==> src/rtl/pipe_stage_skid.sv <==
// pipe_stage_skid: two-entry skid pipeline stage with flush (ctrl kill, payload kept), freeze and saturating drop count
module pipe_stage_skid #(
  parameter int DATA_WIDTH = 32,
  parameter int CTRL_WIDTH = 8,
  parameter int CNT_WIDTH  = 16
) (
  input  logic                  clk,
  input  logic                  rst,
  input  logic                  flush,
  input  logic                  freeze,
  input  logic                  in_valid,
  output logic                  in_ready,
  input  logic [CTRL_WIDTH-1:0] in_ctrl,
  input  logic [DATA_WIDTH-1:0] in_data,
  output logic                  out_valid,
  input  logic                  out_ready,
  output logic [CTRL_WIDTH-1:0] out_ctrl,
  output logic [DATA_WIDTH-1:0] out_data,
  output logic [1:0]            occupancy,
  output logic [CNT_WIDTH-1:0]  drop_cnt
);
  localparam logic [1:0] EMPTY = 2'd0;
  localparam logic [1:0] ONE   = 2'd1;
  localparam logic [1:0] TWO   = 2'd2;
  logic [1:0]            state_q, state_d;
  logic [CTRL_WIDTH-1:0] main_ctrl_q, main_ctrl_d, skid_ctrl_q, skid_ctrl_d;
  logic [DATA_WIDTH-1:0] main_data_q, main_data_d, skid_data_q, skid_data_d;
  logic [CNT_WIDTH-1:0]  drop_cnt_q, drop_cnt_d;
  logic [CNT_WIDTH:0]    drop_sum;
  logic                  main_valid, in_fire, out_fire;
  // Valid bits are implied by the state encoding, so they can never disagree with it.
  assign main_valid = state_q != EMPTY;
  assign in_ready   = rst && state_q != TWO && !freeze;
  assign out_valid  = main_valid;
  assign out_ctrl   = main_valid ? main_ctrl_q : '0;
  assign out_data   = main_data_q;
  assign occupancy  = state_q;
  assign drop_cnt   = drop_cnt_q;
  assign in_fire    = in_valid && in_ready;
  assign out_fire   = main_valid && out_ready && !freeze;
  assign drop_sum   = {1'b0, drop_cnt_q} + {{(CNT_WIDTH-1){1'b0}}, state_q};
  always_comb begin
    state_d     = state_q;
    main_ctrl_d = main_ctrl_q;
    main_data_d = main_data_q;
    skid_ctrl_d = skid_ctrl_q;
    skid_data_d = skid_data_q;
    drop_cnt_d  = drop_cnt_q;
    if (flush) begin
      state_d     = EMPTY;
      main_ctrl_d = '0;
      skid_ctrl_d = '0;
      drop_cnt_d  = drop_sum[CNT_WIDTH] ? '1 : drop_sum[CNT_WIDTH-1:0];
    end else if (state_q == TWO) begin
      if (out_fire) begin
        state_d     = ONE;
        main_ctrl_d = skid_ctrl_q;
        main_data_d = skid_data_q;
        skid_ctrl_d = '0;
      end
    end else if (in_fire && (state_q == EMPTY || out_fire)) begin
      state_d     = ONE;
      main_ctrl_d = in_ctrl;
      main_data_d = in_data;
    end else if (in_fire) begin
      state_d     = TWO;
      skid_ctrl_d = in_ctrl;
      skid_data_d = in_data;
    end else if (out_fire) begin
      state_d     = EMPTY;
      main_ctrl_d = '0;
    end
  end
  always_ff @(posedge clk or negedge rst) begin
    if (!rst) begin
      state_q     <= EMPTY;
      main_ctrl_q <= '0;
      main_data_q <= '0;
      skid_ctrl_q <= '0;
      skid_data_q <= '0;
      drop_cnt_q  <= '0;
    end else begin
      state_q     <= state_d;
      main_ctrl_q <= main_ctrl_d;
      main_data_q <= main_data_d;
      skid_ctrl_q <= skid_ctrl_d;
      skid_data_q <= skid_data_d;
      drop_cnt_q  <= drop_cnt_d;
    end
  end
endmodule

==> config.mk <==
export PLATFORM = sky130hd
export DESIGN_NAME = pipe_stage_skid
export DESIGN_NICKNAME = d
export VERILOG_FILES = /design/src/rtl/pipe_stage_skid.sv
export SDC_FILE = /design/constraint.sdc
export NUM_CORES = 1
export LEC_CHECK = 0
export CORE_ASPECT_RATIO = 0.6
export CORE_MARGIN = 4
export CORE_UTILIZATION = 35
export CTS_BUF_LIST = sky130_fd_sc_hd__clkbuf_4
export CTS_CLUSTER_DIAMETER = 150
export DETAILED_ROUTE_END_ITERATION = 12
export PLACE_DENSITY = 0.69
export SKIP_CTS_REPAIR_TIMING = 1
export SYNTH_ARGS = -nofsm -noshare
export SYNTH_HDL_FRONTEND = slang
export SYNTH_SLANG_ARGS = --single-unit
==> constraint.sdc <==
create_clock -name clk -period 3.1 [get_ports clk]
set_input_delay 0.62 -clock clk [delete_from_list [all_inputs] [get_ports clk]]
set_output_delay 0.62 -clock clk [all_outputs]
set_load 0.02 [all_outputs]
==> impl_metrics.json <==
{
  "powerDensity_nw_per_um2": 516,
  "finalCritPeriodShare_pct": 90.0,
  "drv_slew": 0,
  "coreArea_um2": 12200,
  "grt_use_total_pct": 16.8,
  "chipWidth_um": 153,
  "total_power_mw": 2.98,
  "worstSetupEndpointType": "output pin",
  "syn_avg_cell_area_um2": 9.61,
  "hold_viol": 0,
  "ant_nets": 0,
  "cts_buffer_depth": 2,
  "max-cap-violations": 0,
  "pwr-share-seq_pct": 52.0,
  "arrival_ns": 2.17,
  "vias": 3726,
  "netlist_area_um2": 4440,
  "clock-root-buffer": "clkbuf_4",
  "rsz0062_at_grt": "false",
  "grt_pass1_vias": 3819,
  "async_reset_ff_share_pct": 100,
  "fin_crit_ns": 2.79,
  "synth.distinct_cells": 45,
  "start_kind": "register",
  "dp_hpwl_um": 8170,
  "routedWlPerCell_um": 16.1,
  "clockPowerShare_pct": 22.7,
  "final_common_cell": "nand2_1",
  "synthCells": 462,
  "synth_top_area_share_pct": 55.2,
  "first_pass_iters": 5,
  "core.rowCount": 31,
  "yosys-top-cells-area": "dfrtp_1 55%, nand2_1 9.0%, a21oi_2 5.9%",
  "outcome": "completed",
  "final_cell_mix": "107 x nand2_1, 104 x clkdlybuf4s50_1, 98 x dfrtp_1, 44 x inv_1, 32 x o22ai_1",
  "p_leak_nw": 2.70,
  "port-buffer-count": 105,
  "ys_seq_elements": 98,
  "max_slew_margin_pct": 28.3,
  "synth_edf_count": 0,
  "mappedNetlistNets": 511,
  "grt_first_pass_wirelength_um": 19700,
  "cts-buffers-inserted": 9,
  "sw_frac_of_total_pct": 31.5,
  "num_antenna_cells": 0,
  "die_area_um2": 14600,
  "yosysWarningCount": 0,
  "die_h_um": 95.3,
  "overflow": 0,
  "crit_path_max_fanout": 12,
  "power.internal_mw": 2.04,
  "antenna_found_initial": 0,
  "rrSetupSlack_ns": 0.61,
  "drcViolationCount": 0,
  "hold_path.class": "in2async",
  "synth_top_flop_cell": "dfrtp_1",
  "gp_congestion": 0.826,
  "first_iter_violations": 224,
  "cts_tree": "yes",
  "pin_count": 106,
  "path_clk_slew_ns": 0.15,
  "area_growth_pct": 30.1,
  "clock_skew_ns": 0.0108,
  "synth_top_cell_by_area": "dfrtp_1",
  "finalSetupTns_ns": 0,
  "drive_gt1_share_pct": 10.4,
  "max_freq_mhz": 358,
  "power_switching_mw": 0.939,
  "tightest_slew_ns": 1.08,
  "ir_drop_mv": 0.184,
  "wirelength_um": 11800,
  "viasPerCell": 5.09,
  "grt_start_max_net_pins": 63,
  "cts.sink_count": 98,
  "combPwrFrac_pct": 25.3,
  "clk_latency_ns": 0.44,
  "cts.htree.levels": 3,
  "worstSetupPathType": "reg2out",
  "setup_violations": 0,
  "place_inst": 716,
  "fin_cells": 732,
  "critPathRequiredTime_ns": 2.48,
  "nNetsFinal": 611,
  "seq_area_frac_synth_pct": 55.2,
  "start_util_pct": 36.4
}
routing by layer:
metal  up-vias  part of all wire, %  GRT usage (%)
met2       126                   44           26.1
met4         0                 0.61           3.23
met3         8                  7.4           4.85
li1       1772                    -              -
met1      1820                   48           23.8
met5         -                    0              0
synth_stat cells (all sizes together), types with 2 or more instances:
library cell,instances
a211oi,2
a21oi,43
a221o,5
a22o,7
a22oi,2
a31oi,8
and2,12
and3,4
and4,2
buf,8
clkbuf,18
dfrtp,98
ha,2
inv,45
mux2,2
nand2,107
nand3,5
nand4,9
nand4b,2
nor2,17
nor3,2
o21ai,10
o22ai,32
or3,4
worst max-delay path, stage by stage, from the launching register on:
cell and delay, ns:
dfrtp_1 0.58, or2_1 0.36, and2_1 0.19, clkdlybuf4s50_1 0.60
layout make-up:
type | instances | area, µm²
fill | 1144 | 6440
multi-input combinational | 293 | 1690
clock buffer | 9 | 67.6
sequential | 98 | 2450
inverter | 45 | 169
clock inverter | 7 | 68.8
tap | 165 | 206
timing repair buffer | 115 | 1120
stage by stage:
stage	instance area (µm²)	util (%)	worst slack, ns	hold WS [ns]
floorplan	4440	-	0.919	0.324
CTS	5780	47.3	0.255	0.231
global placement	5640	46.2	0.422	0.457
finish	5780	47.3	0.310	0.259
global route	5780	47.3	0.122	0.258
detailed placement	5640	46.2	0.331	0.464
kinds of logic after synthesis:
family,synth area share (%)
XOR/XNOR,0.394
AO/OA/AOI/OAI,18.3
adder cells (fa/ha/maj),1.01
AND/OR/NAND/NOR,17.7
multiplexers,0.507
flip-flops,55.2
buffers and inverters,6.87
path summary, 6_finish.rpt:
kind	from	to	cells past startpoint
max in group asynchronous	rst	out_data[0]	2
min in group clk	skid_data_q[13]	skid_data_q[13]	2
min	rst	skid_data_q[30]	2
max reg2reg	occupancy[0]	drop_cnt[9]	7
min reg2reg	skid_data_q[13]	skid_data_q[13]	2
max	occupancy[0]	out_ctrl[2]	3
power groups by stage:
stage	registers [mW]	logic, mW	clock network (mW)
CTS	1.55	0.766	0.707
global placement	1.57	0.744	0
finish	1.55	0.755	0.676
global route	1.58	0.821	0.755
floorplan	1.70	0.223	0
detailed placement	1.57	0.765	0
state kept, by name, summed over array words and instances (netlist names):
register,count
out_data,32
occupancy,2
skid_data_q,32
drop_cnt,16
skid_ctrl_q,8
main_ctrl_q,8
Power figures use the tool's default switching activity.
